File: config.mk
export PLATFORM = sky130hd
export DESIGN_NAME = m_frame_encoder
export DESIGN_NICKNAME = d
export VERILOG_FILES = /design/src/rtl/m_frame_encoder.sv
export SDC_FILE = /design/constraint.sdc
export NUM_CORES = 1
export LEC_CHECK = 0
export ABC_AREA = 0
export CORE_MARGIN = 3
export CORE_UTILIZATION = 40
export DETAILED_ROUTE_END_ITERATION = 7
export GPL_ROUTABILITY_DRIVEN = 0
export PLACE_DENSITY = 0.67
export REMOVE_ABC_BUFFERS = 1
export SLEW_MARGIN = 40
export SYNTH_ARGS = -nofsm -noshare
export SYNTH_HDL_FRONTEND = slang
export SYNTH_SLANG_ARGS = --single-unit
File: constraint.sdc
create_clock -name i_clk -period 2.35 [get_ports i_clk]
set_clock_uncertainty 0.15 [all_clocks]
set_input_delay 0.47 -clock i_clk [delete_from_list [all_inputs] [get_ports i_clk]]
set_output_delay 0.47 -clock i_clk [all_outputs]
set_load 0.1 [all_outputs]
File: src/rtl/m_frame_encoder.sv
// rtl/m_frame_encoder.sv - serialises beep parameters into an 18-byte framed byte stream
//
// Purpose:
//   On i_start, latches the beep payload and sends the frame
//   AA 55 A5 5A | period[31:0] | high[31:0] | num[15:0] | CC 33 C3 3C
//   one byte at a time to a byte transmitter. The next byte is issued after
//   the transmitter reports i_tx_done for the current one.
//
// Ports:
//   i_clk          system clock, rising edge
//   i_rst_n        synchronous active-low reset
//   i_start        frame request, only honoured while idle
//   i_beep_period  32-bit period payload
//   i_beep_high    32-bit high-time payload
//   i_beep_num     16-bit count payload
//   i_tx_done      byte-finished pulse from the transmitter
//   o_tx_en        one-cycle byte strobe
//   o_tx_data      byte to send, held until the next strobe
//   o_busy         frame in progress
//   o_done         one-cycle pulse after the last byte completes
//   o_err          one-cycle pulse on timeout abort
//
// Configuration:
//   M_ENCODER_TIMEOUT_EN - when defined, a byte that is not acknowledged
//   within TIMEOUT_CYCLES cycles aborts the frame with o_err.

module m_frame_encoder #(
    parameter logic [15:0] TIMEOUT_CYCLES = 16'd50000
) (
    input  logic        i_clk,
    input  logic        i_rst_n,
    input  logic        i_start,
    input  logic [31:0] i_beep_period,
    input  logic [31:0] i_beep_high,
    input  logic [15:0] i_beep_num,
    input  logic        i_tx_done,
    output logic        o_tx_en,
    output logic [7:0]  o_tx_data,
    output logic        o_busy,
    output logic        o_done,
    output logic        o_err
);

    typedef enum logic [1:0] {
        ST_IDLE,
        ST_SEND,
        ST_WAIT,
        ST_DONE
    } state_t;

    localparam logic [4:0] LAST_IDX = 5'd17;

    state_t      state_q, state_d;
    logic [4:0]  idx_q, idx_d;
    logic [31:0] period_q, period_d;
    logic [31:0] high_q, high_d;
    logic [15:0] num_q, num_d;
    logic        tx_en_q, tx_en_d;
    logic [7:0]  tx_data_q, tx_data_d;
    logic        busy_q, busy_d;
    logic        done_q, done_d;
`ifdef M_ENCODER_TIMEOUT_EN
    logic [15:0] cnt_q, cnt_d;
    logic        err_q, err_d;
`else
    logic        unused_timeout;
    assign unused_timeout = ^TIMEOUT_CYCLES;
`endif

    function automatic logic [7:0] frame_byte(
        input logic [4:0]  idx,
        input logic [31:0] per,
        input logic [31:0] hi,
        input logic [15:0] num
    );
        case (idx)
            5'd0:    frame_byte = 8'hAA;
            5'd1:    frame_byte = 8'h55;
            5'd2:    frame_byte = 8'hA5;
            5'd3:    frame_byte = 8'h5A;
            5'd4:    frame_byte = per[31:24];
            5'd5:    frame_byte = per[23:16];
            5'd6:    frame_byte = per[15:8];
            5'd7:    frame_byte = per[7:0];
            5'd8:    frame_byte = hi[31:24];
            5'd9:    frame_byte = hi[23:16];
            5'd10:   frame_byte = hi[15:8];
            5'd11:   frame_byte = hi[7:0];
            5'd12:   frame_byte = num[15:8];
            5'd13:   frame_byte = num[7:0];
            5'd14:   frame_byte = 8'hCC;
            5'd15:   frame_byte = 8'h33;
            5'd16:   frame_byte = 8'hC3;
            5'd17:   frame_byte = 8'h3C;
            default: frame_byte = 8'h00;
        endcase
    endfunction

    always_comb begin
        state_d   = state_q;
        idx_d     = idx_q;
        period_d  = period_q;
        high_d    = high_q;
        num_d     = num_q;
        tx_data_d = tx_data_q;
`ifdef M_ENCODER_TIMEOUT_EN
        cnt_d     = cnt_q;
        err_d     = 1'b0;
`endif
        case (state_q)
            ST_IDLE: begin
                if (i_start) begin
                    period_d = i_beep_period;
                    high_d   = i_beep_high;
                    num_d    = i_beep_num;
                    idx_d    = 5'd0;
                    state_d  = ST_SEND;
                end
            end
            ST_SEND: begin
                state_d = ST_WAIT;
`ifdef M_ENCODER_TIMEOUT_EN
                cnt_d   = 16'd0;
`endif
            end
            ST_WAIT: begin
                // An acknowledge in the same cycle as the timeout still wins.
                if (i_tx_done) begin
                    if (idx_q == LAST_IDX) begin
                        state_d = ST_DONE;
                    end else begin
                        idx_d   = idx_q + 5'd1;
                        state_d = ST_SEND;
                    end
                end
`ifdef M_ENCODER_TIMEOUT_EN
                else if (cnt_q == TIMEOUT_CYCLES - 16'd1) begin
                    err_d   = 1'b1;
                    state_d = ST_IDLE;
                end else begin
                    cnt_d = cnt_q + 16'd1;
                end
`endif
            end
            ST_DONE: state_d = ST_IDLE;
            default: state_d = ST_IDLE;
        endcase

        // Outputs are decoded from the next state so the registered copies
        // line up with the state they belong to.
        tx_en_d = (state_d == ST_SEND);
        if (tx_en_d) begin
            tx_data_d = frame_byte(idx_d, period_d, high_d, num_d);
        end
        busy_d = (state_d != ST_IDLE);
        done_d = (state_d == ST_DONE);
    end

    always_ff @(posedge i_clk) begin
        if (!i_rst_n) begin
            state_q   <= ST_IDLE;
            idx_q     <= 5'd0;
            tx_en_q   <= 1'b0;
            tx_data_q <= 8'h00;
            busy_q    <= 1'b0;
            done_q    <= 1'b0;
`ifdef M_ENCODER_TIMEOUT_EN
            cnt_q     <= 16'd0;
            err_q     <= 1'b0;
`endif
        end else begin
            state_q   <= state_d;
            idx_q     <= idx_d;
            tx_en_q   <= tx_en_d;
            tx_data_q <= tx_data_d;
            busy_q    <= busy_d;
            done_q    <= done_d;
`ifdef M_ENCODER_TIMEOUT_EN
            cnt_q     <= cnt_d;
            err_q     <= err_d;
`endif
        end
    end

    // Payload holding registers carry no reset; they are always loaded
    // before any byte that depends on them is issued.
    always_ff @(posedge i_clk) begin
        period_q <= period_d;
        high_q   <= high_d;
        num_q    <= num_d;
    end

    assign o_tx_en   = tx_en_q;
    assign o_tx_data = tx_data_q;
    assign o_busy    = busy_q;
    assign o_done    = done_q;
`ifdef M_ENCODER_TIMEOUT_EN
    assign o_err     = err_q;
`else
    assign o_err     = 1'b0;
`endif

endmodule
==> results_dict.tcl, run 1 <==
set metrics [dict create \
    outcome "finished, violations left" \
    violations "negative setup slack" \
    ir_drop_mv 0.373 \
    cts_tree "done" \
    core_sq_mm 0.0110 \
    routed_wl_mm 14.8 \
    n_antenna_cell 0 \
    drt_first_pass_iters 5 \
    synthArstFlopShare_pct 0 \
    required_ns 2.49 \
    cts-root-buf "clkbuf_16" \
    die_h_microns 113 \
    synth_area_sq_mm 0.00461 \
    r2r-start "idx_q[0]" \
    avgViaCountPerCell 5.23 \
    synth_warnings 0 \
    min_path_type "reg -> reg" \
    grt_max_degree 31 \
    synth_cells 548 \
    stdcell_area_sq_mm 0.00718 \
    area_growth_pct 55.6 \
    layout_common_cells "nand2_1, buf_4, dfxtp_1" \
    cts_buffer_depth 2 \
    rsz0062_at_grt "true" \
    cts.sinks 98 \
    p_leak_nw 3.24 \
    ant_nets 0 \
    fin_crit_ns 2.44 \
    rr_worst_depth 12 \
    rows 38 \
    synth_edf_count 0 \
    grt_usage_pct 22.4 \
    design.die.area_sq_mm 0.0129 \
    vias 4654 \
    cts_max_level 3 \
    layout_setup_ws_ns -0.0944 \
    clkSlewWorstSetupHoldPaths_ns 0.07 \
    synth-seq-cells 98 \
    cp.arrival_ns 2.58 \
    grt_pass1_wl_mm 23.0 \
    fmaxAchievable_mhz 409 \
    antenna_found_initial 0 \
    p_per_area_mw_per_mm2 649 \
    io_pins 96 \
    holdPathEnd "period_q[24]" \
    hold-path-cell-count 2 \
    fin_crit_sh_pct 104 \
    syn_avg_cell_area_sq_um 8.42 \
    crit_type "reg -> reg" \
    hold_start "period_q[24]" \
    wl_per_cell_microns 16.6 \
    crit_fanout 6 \
    final_net_count 831 \
    cts_buffers 9 \
    ys_types 65 \
    final_common_cell "nand2_1" \
    hold_violations 0 \
    worstReg2RegEnd "o_tx_data[3]" \
    die_w_microns 113 \
    tns_ns -0.445 \
    finalNonFillerCells 890 \
    setup_viol 8 \
    io_buffer_count 94 \
    grt_overflow 0 \
    cp-end-kind "flip-flop" \
    start_kind "flip-flop" \
    drv_cap 0 \
    drcViolationCount 0 \
    start_util_pct 41.8 \
    drv_slew 0 \
    rrSetupSlack_ns -0.09 \
    final_layout_size_suffix_gt1_share_pct 29.2 \
    dp_hpwl_mm 9.73 \
    synth_sequential_area_ratio_pct 42.5 \
    placed_cell_area_sq_mm 0.00618 \
    drt_iter0_drc 319 \
    clk_latency_ns 0.35 \
    fillCellCount 869 \
    grt_pass1_vias 4672 \
    placed_cells 837 \
    ys.flop_type "dfxtp_1" \
]
==> what timing repair did <==
action	4_1_cts	5_1_grt
pin swaps	16	22
endpoints found under the setup margin	8	9
buffers inserted	26	14
resized for setup	63	32
hold buffers	0	0
cloned	2	1
==> synth_stat cells, drive strengths merged (3+ instances only) <==
cell,count,area (sq um)
dfxtp,98,1960
o2bb2ai,3,26.3
o21ai,23,130
nor3,10,61.3
a31oi,7,58.8
o21a,4,37.5
a22oi,3,41.3
nor2,10,37.5
clkbuf,3,11.3
o22a,4,35.0
nand2b,4,25.0
o211ai,4,30.0
and2,9,58.8
buf,30,189
o221ai,3,26.3
a32oi,3,26.3
mux2i,45,450
nand3,6,30.0
a21o,6,46.3
o22ai,12,75.1
nand2,151,569
nor3b,5,42.5
inv,42,158
a21oi,18,90.1
nand4,6,37.5
o311a,6,60.1
==> where the power goes <==
group          switching (mW)  internal, mW
clock network           0.644         0.823
registers              0.0976          1.92
logic                   0.590         0.589
total                    1.33          3.33
==> per-stage QoR <==
stage                     power, mW  hold WS (ns)  utilization, %  setup slack, ns
after global placement         2.94         0.275            56.0           -0.676
after CTS                      4.59         0.292            63.4          -0.0512
after floorplan                2.56         0.260               -            -4.42
final                          4.66         0.292            65.1          -0.0944
after detailed placement       2.98         0.275            56.0           -0.682
after global routing           4.86         0.315            65.1           -0.187
==> layer usage <==
layer / part of all wire (%) / vias up / track usage [%]
met3: 6.3 / 35 / 4.19
met4: 2.7 / 0 / 8.73
met2: 48 / 173 / 37.1
met5: 0 / - / 0
met1: 43 / 2183 / 29.0
li1: - / 2263 / -
==> final cells by class <==
type                    count  area (sq um)  share of cell area, %
multi-input cells         376          2650                   36.9
flip-flops and latches     98          1970                   27.4
repair buffers            218          1940                   27.0
clock buffers              11           233                   3.24
well taps                 140           175                   2.44
inverters                  42           158                   2.20
clock inverters             5          55.1                  0.767
==> flip-flops by register name, summed over array words and instances, names as in the netlist <==
register,flops
high_q,32
idx_q,5
num_q,16
o_busy,1
o_done,1
o_tx_data,8
o_tx_en,1
period_q,32
state_q,2
==> worst max-delay path, cell delays in order, from the launching register on <==
cell and delay, ns:
dfxtp_2 0.38, buf_4 0.12, ha_2 0.22, nor2b_1 0.06
o31ai_1 0.20, buf_4 0.17, o21a_1 0.15, buf_4 0.16
nand3_1 0.11, a21o_1 0.25, buf_4 0.17, nand2_1 0.06
o311a_1 0.18
==> cells by family after synthesis <==
kind of cell	count (synthesis)	synth area share, %
flops	98	42.5
fa+ha+maj	2	0.543
mux	47	10.3
other cells	1	0.0813
compound gates	109	17.2
buf+inv	75	7.76
simple gates	216	21.6
==> worst max path at each step <==
stage	from	end	cells after the start
after CTS	state_q[0]	o_tx_data[3]	9
after global placement	i_start	o_tx_data[6]	10
after detailed placement	i_start	o_tx_data[6]	10
after floorplan	state_q[1]	o_tx_data[2]	7
final	idx_q[0]	o_tx_data[3]	12
after global routing	idx_q[0]	o_tx_data[5]	11
Note: power is estimated with default switching activity, not from simulation.
==> run 2: changes to the inputs <==
--- a/config.mk
+++ b/config.mk
@@ -7,10 +7,9 @@
 export LEC_CHECK = 0
 export ABC_AREA = 0
 export CORE_MARGIN = 3
-export CORE_UTILIZATION = 40
+export CORE_UTILIZATION = 30
 export DETAILED_ROUTE_END_ITERATION = 7
 export GPL_ROUTABILITY_DRIVEN = 0
-export PLACE_DENSITY = 0.67
 export REMOVE_ABC_BUFFERS = 1
 export SLEW_MARGIN = 40
 export SYNTH_ARGS = -nofsm -noshare
==> results_dict.tcl, run 2 (same netlist as run 1, synthesis figures left out) <==
set metrics [dict create \
    grt_overflow 0 \
    drt_iter0_drc 312 \
    layout_common_cells "nand2_1, buf_4, dfxtp_1" \
    max_stage_delay_ns 0.34 \
    grt_pass1_vias 4701 \
    top_regs "high_q: 32 flops, period_q: 32 flops, num_q: 16 flops" \
    core_sq_mm 0.0148 \
    fin_crit_sh_pct 105 \
    die_h_microns 130 \
    relSlewSlack_pct 66.6 \
    cp_slowest_cell "dfxtp_2" \
    hold_buffers 0 \
    dp_hpwl_mm 10.7 \
    rows 44 \
    critPathLaunch "idx_q[1]" \
    final_common_cell "nand2_1" \
    tns_ns -0.542 \
    whs_ns 0.300 \
    grt_usage_pct 18.4 \
    drv_slew 0 \
    final_net_count 844 \
    n_antenna_cell 0 \
    regArea_sq_mm 0.00197 \
    worst_path_most_repeated_cell "buf_12" \
    cts_buffer_depth 2 \
    start_kind "flip-flop" \
    drt_first_pass_iters 5 \
    clk_latency_ns 0.35 \
    grt_pass1_wl_mm 24.0 \
    worstReg2RegEnd "o_tx_data[2]" \
    setup_viol 8 \
    drcViolationCount 0 \
    ant_nets 0 \
    cts_buffers 9 \
    p_leak_nw 3.37 \
    stdcell_area_sq_mm 0.00738 \
    wl_per_cell_microns 16.3 \
    hold_violations 0 \
    violations "negative setup slack" \
    p_per_area_mw_per_mm2 633 \
    cts-root-buf "clkbuf_16" \
    cts_max_level 3 \
    path_cells "inv_2 -> ha_4 -> and4bb_4 -> nor3_4 -> buf_6 -> a22oi_4 -> buf_12 -> buf_12 -> o21ai_1 -> a32oi_1 -> o311ai_1 -> o311a_1" \
    r2r-start "idx_q[1]" \
    max_slew.worst_pin.slew_ns 0.499 \
    io_pins 96 \
    die_w_microns 130 \
    outcome "finished, violations left" \
    cp.arrival_ns 2.56 \
    fin_crit_ns 2.47 \
    p_total_mw 4.68 \
    drv_cap 0 \
    fillCellCount 1340 \
    cp-end-kind "flip-flop" \
    crit_fanout 6 \
    cts.sinks 98 \
    placed_cell_area_sq_mm 0.00646 \
    multi_input_area_sq_mm 0.00256 \
    vias 4742 \
    io_buffer_count 94 \
    rr_worst_depth 12 \
    min_path_type "reg -> reg" \
    antenna_found_initial 0 \
    ir_drop_mv 0.334 \
    required_ns 2.44 \
    design.die.area_sq_mm 0.0169 \
    grt_max_degree 34 \
    final_layout_size_suffix_gt1_share_pct 28.5 \
    cts_tree "done" \
    layout_setup_ws_ns -0.117 \
    routed_wl_mm 15.5 \
    crit_type "reg -> reg" \
    area_growth_pct 60.0 \
    clkSlewWorstSetupHoldPaths_ns 0.07 \
    start_util_pct 31.1 \
    endpoint "o_tx_data[2]" \
    rrSetupSlack_ns -0.12 \
    rsz0062_at_grt "true" \
    fmaxAchievable_mhz 405 \
    avgViaCountPerCell 5.01 \
    place_ws_ns -0.656 \
]
[run 2: worst min-delay path by stage]
stage                            start            to  slack, ns  cells past startpoint
final                       high_q[23]    high_q[23]       0.30                      2
after global routing       period_q[1]   period_q[1]       0.32                      2
after CTS                   high_q[13]    high_q[13]       0.30                      2
after detailed placement    high_q[13]    high_q[13]       0.29                      2
after global placement    period_q[24]  period_q[24]       0.28                      2
after floorplan             high_q[12]    high_q[12]       0.26                      2
[run 2: routing by layer]
layer,track usage [%],share of wire [%],up-vias
met1,23.7,43,2236
met2,30.3,48,179
met4,7.52,2.4,0
met5,0,0,-
met3,3.48,6.6,30
li1,-,-,2297
[run 2: cell type report]
type                    instances  share of cell area, %
repair buffers                230                   29.5
clock buffers                   9                   3.05
multi-input cells             377                   34.6
inverters                      42                   2.14
well taps                     184                   3.12
clock inverters                 6                  0.915
flip-flops and latches         98                   26.7
[run 2: through the flow]
stage / utilization [%] / cells
after global placement: 43.6 / 901
after detailed placement: 43.6 / 901
after global routing: 49.8 / 946
final: 49.8 / 946
after CTS: 49.3 / 944
after floorplan: - / 515
[run 2: where the power goes]
group          internal [mW]  switching, mW  total (mW)
clock                  0.823          0.653        1.48
combinational          0.604          0.598        1.20
sequential              1.92         0.0811        2.00
total                   3.34           1.33        4.68
[run 2: worst max-delay path: cells and delay by family (launching register included)]
| family | cells | cell delay, ns |
|---|---|---|
| compound gates | 5 | 0.90 |
| fa+ha+maj | 1 | 0.15 |
| buf+inv | 4 | 0.47 |
| flops | 1 | 0.34 |
| simple gates | 2 | 0.34 |
[run 2: what timing repair did]
action	CTS	global route
gates cloned	5	1
buffers inserted	23	1
pin swaps	18	2
setup endpoints to repair	8	8
resized for setup	67	12
==> RTL change 1: new RTL, config.mk and constraints of run 1 <==
Build with the macro `M_ENCODER_TIMEOUT_EN` defined.
--- a/src/rtl/m_frame_encoder.sv
+++ b/src/rtl/m_frame_encoder.sv
@@ -24,4 +24,6 @@
 //   M_ENCODER_TIMEOUT_EN - when defined, a byte that is not acknowledged
 //   within TIMEOUT_CYCLES cycles aborts the frame with o_err.
+
+`define M_ENCODER_TIMEOUT_EN
 
 module m_frame_encoder #(
Formal check against the unedited RTL: no difference found for any inputs over 10 cycles, from zero or initial values and one cycle with i_rst_n low; that may be too few to reach the edited logic, so the function may still have changed.
==> RTL change 1 against run 1 <==
Total power is 26% higher. Largest power group is now the clock network. Cell area is 15% higher. Die area is 12% higher. Area after synthesis is 12% higher. Routed wire length is 16% higher. Highest routed layer unchanged. Largest cell class unchanged. First-iteration DRC count is 51% higher. Sequential power is 13% higher. The run still ends with setup timing left. Utilization is 1.4 points higher. Setup slack worse by 160 ps. Sequential cell count is 17 higher.
==> RTL change 1: results <==
group,metric,value,unit
outcome,status,"finished, violations left",
outcome,violations,"setup timing",
layout,fillers,959,
placed_design,dp_slack,-1140,ps
placed_design,dp.final_hpwl,12.0,mm
die,core,0.0124,mm^2
layout,signal_buffers,224,
drt,drt-initial-drc-count,483,
worst_setup_path,cp_slowest_cell,"or4_4",
grt,grt_max_degree,40,
sta,fin_setup_tns,-1830,ps
layout,fin_util,66.5,%
layout,n_all_inverters,9,
pwr,p_int,0.00427,W
worst_setup_path,worst-r2r-cell-count,10,
sta,worst_slack,-255,ps
layout,multi_input_cells,493,
layout,multi_input_area_share,37.2,%
synthesis,ys_types,68,
pwr,worst_ir_drop_vdd,0.464,mV
layout,clk_share,7.52,%
pwr,leakagePower,3.67,nW
synthesis,yosysSeqAreaShare,44.4,%
sta,setup_viol,8,
layout,nets,947,
sta,whs,301,ps
layout,reg.largest.list,"high_q x32, period_q x32",
layout,drive_gt1_share,27.8,%
synthesis,synth.area.top_cells,"dfxtp_1 (44%), nand2_1 (18%), nor2_1 (2.7%), mux2i_1 (1.7%), a22oi_1 (1.7%)",
==> RTL change 1: changes by cell type after synthesis, moves of 9 or more <==
cell / before / now
a21oi_1: 18 / 8
inv_1: 42 / 9
clkbuf_1: 3 / 17
dfxtp_1: 98 / 115
buf_2: 19 / 7
o21ai_0: 20 / 11
nand2_1: 150 / 247
a22oi_1: 1 / 12
mux2i_1: 45 / 9
nor2_1: 10 / 37
==> RTL change 1: layer usage <==
metal | track usage [%] | up-vias | share of wire (%)
li1 | - | 2663 | -
met4 | 10.0 | 0 | 3.1
met5 | 0 | - | 0
met1 | 30.6 | 2568 | 44
met2 | 37.6 | 245 | 46
met3 | 6.31 | 50 | 7.0
==> RTL change 1: kinds of logic after synthesis <==
group / after synthesis / share of synthesized area (%)
flops: 115 / 44.4
compound gates: 101 / 15.5
buf+inv: 42 / 3.57
mux: 9 / 1.74
fa+ha+maj: 3 / 0.724
simple gates: 367 / 31.9
xor+xnor: 13 / 2.19
==> RTL change 1: worst max-delay path, delay by kind of cell, from the launching register on <==
family | cells | cell delay [ps]
compound gates | 3 | 540
fa+ha+maj | 1 | 170
buf+inv | 2 | 250
flops | 1 | 370
simple gates | 4 | 1030
==> RTL change 1: power groups by stage <==
| stage | clock, W | sequential (W) | combinational, W |
|---|---|---|---|
| after floorplan | 0 | 0.00239 | 0.000393 |
| final | 0.00267 | 0.00227 | 0.000916 |
| after CTS | 0.00271 | 0.00227 | 0.000893 |
| after detailed placement | 0 | 0.00231 | 0.000861 |
| after global placement | 0 | 0.00230 | 0.000844 |
| after global routing | 0.00279 | 0.00230 | 0.000997 |
==> RTL change 1: repair_timing <==
item                       4_1_cts  5_1_grt
setup endpoints to repair       14       17
buffers inserted                16       11
gates cloned                     0        0
gates resized for setup         70       28
pin swaps                       36       32
==> RTL change 2: new RTL, flow settings as in run 1 <==
Made on the original files. The output `o_done` loses its register stage (`done_q` becomes a continuous assignment).
--- a/src/rtl/m_frame_encoder.sv
+++ b/src/rtl/m_frame_encoder.sv
@@ -164,5 +164,4 @@
             tx_data_q <= 8'h00;
             busy_q    <= 1'b0;
-            done_q    <= 1'b0;
 `ifdef M_ENCODER_TIMEOUT_EN
             cnt_q     <= 16'd0;
@@ -175,5 +174,4 @@
             tx_data_q <= tx_data_d;
             busy_q    <= busy_d;
-            done_q    <= done_d;
 `ifdef M_ENCODER_TIMEOUT_EN
             cnt_q     <= cnt_d;
@@ -182,4 +180,6 @@
         end
     end
+
+    assign done_q = done_d;
 
     // Payload holding registers carry no reset; they are always loaded
Behaviour: same outputs for any inputs over 10 cycles, from zero or initial values and one cycle with i_rst_n low; that may be too few to reach the edited logic, so the function may still have changed.
==> RTL change 2 against run 1 <==
The run still ends with setup timing left. Setup slack worse by 170 ps. Sequential power down 2%. Total power down 17%. Count of clock-buffer cells in the layout down 2. Sequential cell count down 1. Routed wire length down 0.16%. Area after synthesis down 3.4%. Cell area down 7.2%. Final cell count down 0.22%.
==> RTL change 2: results <==
group,metric,value,unit
layout,nets,834,
synthesis,synth_common_cells,"nand2_1 (275), dfxtp_1 (97), nand3_1 (17)",
pwr,worst_ir_drop_vdd,0.422,mV
sta,worst_slack,-266,ps
worst_setup_path,cpPeakStageDelay,440,ps
worst_setup_path,r2r-end,"o_tx_data[6]$_SDFFE_PN0P_",
placed_design,dp.final_hpwl,10.4,mm
clock_network,clk_pin_slew_worst_paths,100,ps
synthesis,synth-xor-area-share,0.197,%
worst_hold_path,hold_end,"high_q[10]$_DFF_P_",
pwr,leakagePower,2.94,nW
clock_network,insertion_delay,380,ps
grt,grt_pass1_vias,4771,
outcome,violations,"setup timing",
worst_setup_path,critPathArrivalTime,2770,ps
drt,via_per_inst,5.33,
clock_network,clock-root-buffer,"clkbuf_8",
pwr,p_int,0.00264,W
drt,routed_wl,14.8,mm
outcome,status,"finished, violations left",
synthesis,synthCells,584,
worst_hold_path,min_from,"high_q[10]$_DFF_P_",
layout,drive_gt1_share,24.6,%
worst_setup_path,critPathMaxFanout,5,
grt,use_met3,4.40,%
drt,wl_per_cell,16.6,um
synthesis,synth.area.top_cells,"dfxtp_1 (44%), nand2_1 (23%), nand3_1 (1.9%), and2_1 (1.4%), a22o_1 (1.4%)",
grt,grt_max_degree,33,
placed_design,dp.cells,857,
synthesis,yosysSeqAreaShare,43.6,%
grt,grtUsageTotal,23.1,%
drt,firstDrtPassIters,7,
sta,setup_viol,9,
synthesis,ys_types,74,
RTL change 2: cell type report:
cell class / instances / area, um^2
clock buffer: 9 / 124
clock inverter: 6 / 50.0
fill: 909 / 3900
inverter: 5 / 18.8
multi-input combinational: 447 / 2660
sequential: 97 / 1950
tap: 136 / 170
timing repair buffer: 188 / 1690
RTL change 2: power by group through the flow:
stage                     Clock (W)  Sequential (W)  Combinational [W]
final                       0.00101         0.00197           0.000890
after global routing        0.00107         0.00199           0.000976
after CTS                   0.00101         0.00197           0.000872
after detailed placement          0         0.00200           0.000828
after global placement            0         0.00199           0.000818
after floorplan                   0         0.00208           0.000382
RTL change 2: per-layer routing:
metal | vias to the layer above | wire length, um | part of all wire, %
li1 | 2303 | - | -
met1 | 2197 | 6060 | 41
met2 | 185 | 7180 | 49
met3 | 52 | 910 | 6.2
met4 | 0 | 629 | 4.3
met5 | - | 0 | 0
RTL change 2: repair_timing:
action,CTS,global route
cloned,0,0
buffers inserted,16,2
setup endpoints to repair,9,9
gates resized for setup,76,11
pin swaps,23,12
RTL change 2: through the flow:
step	power, W	TNS, ps	util, %	worst slack [ps]	hold WS, ps
after detailed placement	0.00283	-9930	56.5	-1040	281
after CTS	0.00385	-1130	62.5	-170	301
final	0.00387	-1850	63.1	-266	307
after global placement	0.00281	-8380	56.5	-1030	278
after global routing	0.00404	-2690	63.1	-357	327
after floorplan	0.00246	-95240	-	-2310	261
RTL change 2: kinds of logic (layout without fill, tap and decap cells):
family | count (synthesis) | count (layout)
buffers and inverters | 40 | 208
other | 1 | 1
and+or+nand+nor | 352 | 352
AOI/OAI and AO/OA | 86 | 86
xor gates and xnor gates | 1 | 1
DFF | 97 | 97
adders and majority gates | 2 | 2
muxes | 5 | 5
